**config.mk**
```make
export PLATFORM = sky130hd
export DESIGN_NAME = remap_sched_flat
export DESIGN_NICKNAME = d
export VERILOG_FILES = /design/src/rtl/remap_sched_pkg.sv /design/src/rtl/remap_sched_if.sv /design/src/rtl/remap_sched_rr_arb.sv /design/src/rtl/remap_sched.sv /design/src/flat_wrapper.sv
export SDC_FILE = /design/constraint.sdc
export NUM_CORES = 2
export LEC_CHECK = 0
export CORE_AREA = 3 3 576 292
export CTS_CLUSTER_SIZE = 24
export DETAILED_ROUTE_END_ITERATION = 12
export DIE_AREA = 0 0 579 295
export GPL_ROUTABILITY_DRIVEN = 0
export PLACE_DENSITY = 0.84
export SYNTH_ARGS = -nofsm -noshare
export SYNTH_HDL_FRONTEND = slang
export SYNTH_SLANG_ARGS = --single-unit
export TNS_END_PERCENT = 10
```
**constraint.sdc**
```tcl
create_clock -name clk -period 18.85 [get_ports clk]
set_input_delay 3.77 -clock clk [delete_from_list [all_inputs] [get_ports clk]]
set_output_delay 3.77 -clock clk [all_outputs]
set_load 0.1 [all_outputs]
```
**src/rtl/remap_sched_pkg.sv**
```systemverilog
// remap_sched_pkg: widths, table sizes, segment bounds, FSM/segment encodings and the per-segment adder
package remap_sched_pkg;
  localparam int M1_W = 23;
  localparam int M2_W = M1_W - 1;
  localparam int SEG1_NUM = 10;
  localparam int SEG2_NUM = 12;
  localparam int SEG3_NUM = 10;
  localparam int SEG4_NUM = 10;
  localparam int PIECE_NUM = SEG1_NUM + SEG2_NUM + SEG3_NUM + SEG4_NUM;
  localparam int NODE_NUM = PIECE_NUM + 1;
  localparam int SEG2_LO = SEG1_NUM;
  localparam int SEG3_LO = SEG2_LO + SEG2_NUM;
  localparam int SEG4_LO = SEG3_LO + SEG3_NUM;
  localparam int PW = $clog2(PIECE_NUM);
  localparam int AW = 6;
  localparam int NREQ = 4;
  localparam int ID_W = $clog2(NREQ);
  typedef enum logic [1:0] {ST_CFG, ST_RUN, ST_DRAIN} state_t;
  typedef enum logic [1:0] {SEG1, SEG2, SEG3, SEG4} seg_t;
  function automatic seg_t seg_of(input logic [PW-1:0] p);
    return int'(p) < SEG2_LO ? SEG1 : int'(p) < SEG3_LO ? SEG2 : int'(p) < SEG4_LO ? SEG3 : SEG4;
  endfunction
  function automatic logic [M1_W-1:0] adder_of(input seg_t s, input logic [M1_W-1:0] m1);
    return s == SEG1 ? m1 << 2 : s == SEG2 ? '0 : s == SEG3 ? -(m1 >> 3) : -(m1 >> 2);
  endfunction
endpackage

```
**src/rtl/remap_sched_if.sv**
```systemverilog
// remap_sched_if: config, request and response bundle between requesters and the remap scheduler
interface remap_sched_if;
  import remap_sched_pkg::*;
  logic cfg_req;
  logic cfg_ready;
  logic cfg_we;
  logic cfg_sel;
  logic [AW-1:0] cfg_addr;
  logic [M1_W-1:0] cfg_data;
  logic cfg_done;
  logic [NREQ-1:0] req_valid;
  logic [NREQ*M1_W-1:0] req_m1;
  logic [NREQ-1:0] req_ready;
  logic rsp_valid;
  logic rsp_ready;
  logic [ID_W-1:0] rsp_id;
  logic [M2_W-1:0] rsp_m2;
  logic rsp_oor;
  modport master (
    output cfg_req, cfg_we, cfg_sel, cfg_addr, cfg_data, cfg_done, req_valid, req_m1, rsp_ready,
    input cfg_ready, req_ready, rsp_valid, rsp_id, rsp_m2, rsp_oor
  );
  modport slave (
    input cfg_req, cfg_we, cfg_sel, cfg_addr, cfg_data, cfg_done, req_valid, req_m1, rsp_ready,
    output cfg_ready, req_ready, rsp_valid, rsp_id, rsp_m2, rsp_oor
  );
endinterface

```
**src/rtl/remap_sched_rr_arb.sv**
```systemverilog
// remap_rr_arb: round-robin one-hot arbiter; pointer moves to the winner whenever a grant is issued
module remap_rr_arb
  import remap_sched_pkg::*;
(
  input  logic            clk,
  input  logic            rst,
  input  logic            en_i,
  input  logic [NREQ-1:0] valid_i,
  output logic [NREQ-1:0] gnt_o,
  output logic [ID_W-1:0] idx_o
);
  logic [ID_W-1:0] ptr_q;
  logic any;
  // scan downward in offset so the requester closest after the pointer overwrites last and wins
  always_comb begin
    idx_o = '0;
    any = 1'b0;
    for (int i = NREQ; i >= 1; i--)
      if (valid_i[ptr_q + ID_W'(i)]) begin
        idx_o = ptr_q + ID_W'(i);
        any = 1'b1;
      end
    gnt_o = (en_i && any) ? NREQ'(1) << idx_o : '0;
  end
  // a grant always lands on a valid requester, so every grant is a transfer
  always_ff @(posedge clk)
    if (rst) ptr_q <= ID_W'(NREQ - 1);
    else if (|gnt_o) ptr_q <= idx_o;
endmodule

```
**src/rtl/remap_sched.sv**
```systemverilog
// remap_sched: round-robin shared two-stage piecewise-linear m1->m2 remap with runtime-loaded tables
module remap_sched
  import remap_sched_pkg::*;
(
  input  logic         clk,
  input  logic         rst,
  remap_sched_if.slave bus
);
  state_t state_q, state_d;
  logic [M1_W-1:0] node_q [NODE_NUM];
  logic [M1_W-1:0] intc_q [PIECE_NUM];
  logic s1_v_q, s1_oor_q;
  logic [M1_W-1:0] s1_m1_q;
  logic [ID_W-1:0] s1_id_q;
  logic [PW-1:0] s1_p_q, p_d;
  seg_t s1_seg_q;
  logic rsp_valid_q, rsp_oor_q;
  logic [ID_W-1:0] rsp_id_q;
  logic [M2_W-1:0] rsp_m2_q;
  logic s1_adv, s2_adv, issue_en, hit;
  logic [NREQ-1:0] gnt;
  logic [ID_W-1:0] gnt_idx;
  logic [M1_W-1:0] m1_sel, sum;
  assign s2_adv = !rsp_valid_q || bus.rsp_ready;
  assign s1_adv = !s1_v_q || s2_adv;
  assign issue_en = state_q == ST_RUN && s1_adv;
  assign m1_sel = bus.req_m1[int'(gnt_idx)*M1_W +: M1_W];
  assign sum = s1_m1_q + (s1_oor_q ? '0 : adder_of(s1_seg_q, s1_m1_q) + intc_q[s1_p_q]);
  assign bus.cfg_ready = state_q == ST_CFG;
  assign bus.req_ready = gnt;
  assign bus.rsp_valid = rsp_valid_q;
  assign bus.rsp_id = rsp_id_q;
  assign bus.rsp_m2 = rsp_m2_q;
  assign bus.rsp_oor = rsp_oor_q;
  remap_rr_arb u_arb (
    .clk(clk),
    .rst(rst),
    .en_i(issue_en),
    .valid_i(bus.req_valid),
    .gnt_o(gnt),
    .idx_o(gnt_idx)
  );
  // CFG until tables are committed, DRAIN lets in-flight work finish before reopening config
  always_comb begin
    state_d = state_q;
    state_d = state_q == ST_CFG ? (bus.cfg_done ? ST_RUN : ST_CFG)
            : state_q == ST_RUN ? (bus.cfg_req ? ST_DRAIN : ST_RUN)
            : (!s1_v_q && !rsp_valid_q) ? ST_CFG : ST_DRAIN;
  end
  // FSM state register
  always_ff @(posedge clk)
    if (rst) state_q <= ST_CFG;
    else state_q <= state_d;
  // table writes only in CFG; contents deliberately survive reset
  always_ff @(posedge clk)
    if (bus.cfg_ready && bus.cfg_we)
      if (!bus.cfg_sel && int'(bus.cfg_addr) < NODE_NUM) node_q[bus.cfg_addr] <= bus.cfg_data;
      else if (bus.cfg_sel && int'(bus.cfg_addr) < PIECE_NUM) intc_q[bus.cfg_addr] <= bus.cfg_data;
  // piece search runs high to low so the lowest matching piece is the one kept
  always_comb begin
    p_d = '0;
    hit = 1'b0;
    for (int i = PIECE_NUM - 1; i >= 0; i--)
      if (node_q[i] < m1_sel && m1_sel <= node_q[i+1]) begin
        p_d = PW'(i);
        hit = 1'b1;
      end
  end
  // S1: capture the granted operand with its piece, segment and range flag
  always_ff @(posedge clk)
    if (rst) s1_v_q <= 1'b0;
    else if (s1_adv) begin
      s1_v_q <= |gnt;
      s1_m1_q <= m1_sel;
      s1_id_q <= gnt_idx;
      s1_p_q <= p_d;
      s1_oor_q <= !hit;
      s1_seg_q <= seg_of(p_d);
    end
  // S2: sum and drive the response registers, frozen while the consumer stalls
  always_ff @(posedge clk)
    if (rst) begin
      rsp_valid_q <= 1'b0;
      rsp_id_q <= '0;
      rsp_m2_q <= '0;
      rsp_oor_q <= 1'b0;
    end else if (s2_adv) begin
      rsp_valid_q <= s1_v_q;
      if (s1_v_q) begin
        rsp_id_q <= s1_id_q;
        rsp_m2_q <= M2_W'(sum >> 1);
        rsp_oor_q <= s1_oor_q;
      end
    end
endmodule

```
**src/flat_wrapper.sv**
```systemverilog
// flat-port wrapper written by rule: the top's interface ports become plain ports
module remap_sched_flat import remap_sched_pkg::*;
  (clk, rst, bus_cfg_req, bus_cfg_we, bus_cfg_sel, bus_cfg_addr, bus_cfg_data, bus_cfg_done, bus_req_valid, bus_req_m1, bus_rsp_ready, bus_cfg_ready, bus_req_ready, bus_rsp_valid, bus_rsp_id, bus_rsp_m2, bus_rsp_oor);
  remap_sched_if bus_i ();
  input  logic clk;
  input  logic rst;
  input wire logic [$bits(bus_i.cfg_req)-1:0] bus_cfg_req;
  input wire logic [$bits(bus_i.cfg_we)-1:0] bus_cfg_we;
  input wire logic [$bits(bus_i.cfg_sel)-1:0] bus_cfg_sel;
  input wire logic [$bits(bus_i.cfg_addr)-1:0] bus_cfg_addr;
  input wire logic [$bits(bus_i.cfg_data)-1:0] bus_cfg_data;
  input wire logic [$bits(bus_i.cfg_done)-1:0] bus_cfg_done;
  input wire logic [$bits(bus_i.req_valid)-1:0] bus_req_valid;
  input wire logic [$bits(bus_i.req_m1)-1:0] bus_req_m1;
  input wire logic [$bits(bus_i.rsp_ready)-1:0] bus_rsp_ready;
  output wire logic [$bits(bus_i.cfg_ready)-1:0] bus_cfg_ready;
  output wire logic [$bits(bus_i.req_ready)-1:0] bus_req_ready;
  output wire logic [$bits(bus_i.rsp_valid)-1:0] bus_rsp_valid;
  output wire logic [$bits(bus_i.rsp_id)-1:0] bus_rsp_id;
  output wire logic [$bits(bus_i.rsp_m2)-1:0] bus_rsp_m2;
  output wire logic [$bits(bus_i.rsp_oor)-1:0] bus_rsp_oor;
  assign bus_i.cfg_req = bus_cfg_req;
  assign bus_i.cfg_we = bus_cfg_we;
  assign bus_i.cfg_sel = bus_cfg_sel;
  assign bus_i.cfg_addr = bus_cfg_addr;
  assign bus_i.cfg_data = bus_cfg_data;
  assign bus_i.cfg_done = bus_cfg_done;
  assign bus_i.req_valid = bus_req_valid;
  assign bus_i.req_m1 = bus_req_m1;
  assign bus_i.rsp_ready = bus_rsp_ready;
  assign bus_cfg_ready = bus_i.cfg_ready;
  assign bus_req_ready = bus_i.req_ready;
  assign bus_rsp_valid = bus_i.rsp_valid;
  assign bus_rsp_id = bus_i.rsp_id;
  assign bus_rsp_m2 = bus_i.rsp_m2;
  assign bus_rsp_oor = bus_i.rsp_oor;
  remap_sched u_core (.clk(clk), .rst(rst), .bus(bus_i));
endmodule
```
==> impl_summary.md <==
Die
For this configuration, the core starts out at a cell density of 59.8%. The height of the die is approximately 300 um. The width of the die is 579 um.

For this design the top-level I/O count stands at 163. The floorplan die area is roughly 170,000 sq um. The placeable core region is around 160,000 sq um. The initialized floorplan defines 105 standard-cell rows.

GRT
The number of antenna violations at the first check in global routing came to 19. Entering global routing, the biggest net connects 147 pins. The first global-routing pass estimated 435 mm of wire. The total grt overflow is 0.

The combined global-route utilization of all metal layers is between 30% and 40%. The number of global-route vias before repair came to roughly 66,000.

Clocking
The post-cts hold buffer count is 0. The setup fix buffers added after clock tree synthesis is 0. The clock drives roughly 2,000 sinks.

Clock tree synthesis selected as its root buffer the cell clkbuf_16. In this run, post-CTS repair resized a total of 0 instances. After clock tree synthesis, the clock-pin slew on the worst setup and hold paths is 0.07 ns. Clock latency on the worst-skew pair, taken at its later pin, is a little over 0.8 ns.

The clock passes through at most 3 buffers. In this run, CTS created clock tree buffers numbering between 150 and 200. In this run the number of H-tree levels came out at 4.

TritonCTS built the clock tree.

Synth
The most instantiated flip-flop cell in the synthesis netlist is edfxtp_1. In this run, synthesis inferred a little under 2,000 flip-flops with an integrated enable. The register bit total from synthesis is ~2,000. Synthesis produced 6,671 cells. The average cell area after synthesis is 14.7 sq um.

The net count after synthesis is 7,667. For this run, asynchronously set or reset flops after synthesis account for 0%. The distinct cell type count after synthesis is about 110. The netlist area before placement is 97,900 sq um.

The synthesis warning total is 0. The sequential element share of the synthesized area is 61.8%.

STA
The final critical path time including I/O delays and setup is 11.25 ns. The count of final setup violators is 0. Setup total negative slack on the finished layout was measured at 0 ns.

The final hold violation count was 0. For this run, the top clock speed supported by timing is 88.9 MHz. The setup skew after layout is approximately 0.034 ns. The slew at the pin with the worst max-slew slack is around 1.4 ns. The fraction of the cycle the final worst path needs is 59.7%. Setup slack closes at 7.60 ns. The worst slew margin relative to its limit is a little under a tenth. The number of max-slew violations in the final report was 0. Setup repair after global routing left no endpoint under its margin.

Layout
The fraction of layout instances using a drive strength above 1 is 12.3%. For this run, the post-layout net count is 7,947. The core utilization of the finished layout is 66.4%. After routing the design area is 109,000 sq um. The top cell types in the final layout, fill and taps aside, are 1,989 x edfxtp_1, 862 x ha_1, 350 x nand2_1. Relative to the synthesized area, the layout overhead comes to 11.0%. Excluding fillers, the count of instances in the completed layout stands at 9,304. Leaving out fill and tap cells, the most frequent cell in the layout is edfxtp_1.

Power
Of the total power, the share spent switching nets is 33.2%. The fraction of power consumed by combinational cells is 30.7%. The share of total power dissipated in sequential elements is 39.8%. The net switching component of the power is 4220 uW. The worst-case IR drop observed on VDD is 127 uV.

The fraction of power consumed by the clock network is 29.5%. The total leakage power is 0.0384 uW. For this design the ratio of total power to cell area is 117 nW/um^2. The cell-internal power is 8510 uW.

Worst setup path
The cell repeated most along the worst path is clkdlybuf4s50_1. The worst register-to-register path has a setup slack of 8.26 ns. The dominant delay contributor by cell family on the critical path is buffers and inverters.

The number of buffers and inverters on the critical path is 3. The critical path's slowest cell is clkdlybuf4s50_1. The category of the critical setup timing path is primary input to output pin.

In this run the number of cells on the critical path is 7. The required time of the worst setup path is 15.08 ns. The most critical setup path has its endpoint at bus_req_ready[0]. For the worst setup path, the data arrival time is 7.48 ns. The worst setup path startpoint is bus_req_valid[3]. The delay of the slowest critical-path stage is 1.19 ns. STA classifies the critical path endpoint as an output pin. STA classifies the critical path startpoint as a primary input. The maximum fanout along the worst path is 36. Counting cells, the worst reg-to-reg path comes to 31.

The worst register-to-register path ends at u_core.bus.rsp_m2[21]. Walking the worst path, the cells encountered are clkdlybuf4s50_1 > nor2b_4 > o21a_1 > nor3_4 > clkinv_1 > nor3_1 > clkdlybuf4s50_1.

Drt
The violation count after the first detailed-route iteration is 10,800. After detailed routing, the number of remaining DRC violations is 0. Once detail routing completed, the nets flagged for antenna violations numbered 0. Summed over all layers, the routed wires come to roughly 300 mm.

After detailed routing, the number of vias per cell comes to a little over 7. In the final routed layout, each cell accounts on average for 32.3 um. For this block, the via count after detailed routing is 67,000. The first detailed-routing pass ran for 9 iterations.

Hold path
The path class of the lowest-slack min-delay path is flip-flop to flip-flop.

Job
Across the run, the number of max-cap violations was 0.

Placed design
The cell area after placement is 103,000 sq um. The worst setup slack before clock tree synthesis is 7.40 ns. In this run, placement finished with an instance count of 8,966. During placement, the flow inserted port buffers numbering 162.

The wire-length estimate of the detail-placed layout is 169 mm.

Outcome
The flow ran to the end, and the final reports show no timing, DRC or antenna violations.
-- worst register-to-register path, delay by kind of cell (launching register included) --
family	cells	cell delay, ns
and+or+nand+nor	6	1.13
buffers and inverters	3	2.39
muxes	2	1.23
xor gates and xnor gates	2	0.38
DFF	1	0.70
adders and majority gates	2	0.77
AOI/OAI and AO/OA	16	3.91
-- worst min path at each step --
stage | from | to | slack, ns | cells after the start
2_1_floorplan | u_core.s1_p_q[2] | flip-flop | 0.42 | 2
3_5_place_dp | u_core.s1_p_q[0] | flip-flop | 0.44 | 1
3_3_place_gp | u_core.s1_p_q[5] | flip-flop | 0.43 | 2
5_1_grt | u_core.bus.rsp_m2[20] | u_core.bus.rsp_m2[20] | 0.47 | 2
4_1_cts | u_core.bus.rsp_m2[20] | u_core.bus.rsp_m2[20] | 0.46 | 2
6_report | u_core.bus.rsp_m2[20] | u_core.bus.rsp_m2[20] | 0.45 | 2
-- power by group through the flow --
stage                     sequential (uW)  combinational (uW)  clock (uW)
after detailed placement             5160                3670           0
after global placement               5160                3540           0
after floorplan                      5170                2480           0
after global routing                 5070                4120        3910
final                                5070                3910        3750
after CTS                            5070                3790        3740
-- final cells by class --
type | count | area [sq um]
fillers | 10400 | 55000
well taps | 2193 | 2740
clock inverters | 118 | 1270
multi-input cells | 4171 | 35800
inverters | 271 | 1020
flip-flops and latches | 2026 | 60500
clock buffers | 207 | 4540
diodes | 13 | 32.5
repair buffers | 305 | 2680
-- cell families (layout without fill, tap and decap cells) --
family / Yosys count / count (layout) / synth area share, %
AOI/OAI and AO/OA: 1301 / 1301 / 9.02
xor gates and xnor gates: 146 / 146 / 1.31
adders and majority gates: 903 / 903 / 11.5
buffers and inverters: 474 / 901 / 1.93
DFF: 2026 / 2026 / 61.8
muxes: 332 / 332 / 6.93
other: 0 / 13 / 0
and+or+nand+nor: 1489 / 1489 / 7.55
-- cell usage after synthesis, drive strengths merged (24+ instances only) --
master	count	share of area, %
a2111oi	27	0.27
a211o	28	0.25
a211oi	50	0.39
a21o	106	0.81
a21oi	293	1.5
a31oi	49	0.31
and2	24	0.16
and3	49	0.31
buf	95	0.48
clkbuf	108	0.41
dfxtp	37	0.76
edfxtp	1989	61
ha	862	11
inv	270	1.0
maj3	39	0.40
mux2i	53	0.54
mux4	276	6.4
nand2	372	1.4
nand2b	47	0.30
nand3	162	0.85
nand4	143	0.91
nor2	329	1.3
nor2b	74	0.48
nor3	135	0.70
nor4	43	0.28
o2111ai	28	0.25
o211ai	76	0.59
o21a	60	0.46
o21ai	269	1.4
o21bai	25	0.19
o31ai	32	0.27
or3	33	0.21
xnor2	118	1.1
xor2	28	0.25
-- routing by layer --
| layer | up-vias | global-route usage, % | wire length, um |
|---|---|---|---|
| met5 | - | 0 | 12 |
| met4 | 2 | 20.1 | 20900 |
| met3 | 1338 | 9.39 | 44000 |
| met2 | 5893 | 53.2 | 133000 |
| met1 | 32600 | 45.8 | 103000 |
| li1 | 27200 | - | - |
-- stage by stage --
| stage | hold slack, ns | power (uW) |
|---|---|---|
| finish | 0.452 | 12700 |
| global route | 0.474 | 13100 |
| CTS | 0.456 | 12600 |
| detailed placement | 0.444 | 8840 |
| global placement | 0.433 | 8710 |
| floorplan | 0.416 | 7650 |
-- registers in the layout, summed over array words and instances (netlist names), named ones only --
register              flops
u_core.state_q            2
u_core.s1_p_q             6
u_core.s1_oor_q           1
u_core.bus.rsp_id         2
u_core.s1_id_q            2
u_core.node_q           989
u_core.bus.rsp_oor        1
u_core.s1_m1_q           23
u_core.s1_v_q             1
u_core.s1_seg_q           2
u_core.intc_q           966
u_core.bus.rsp_m2        22
u_core.u_arb.ptr_q        2
u_core.bus.rsp_valid      1
Note: power is estimated with default switching activity, not from simulation.
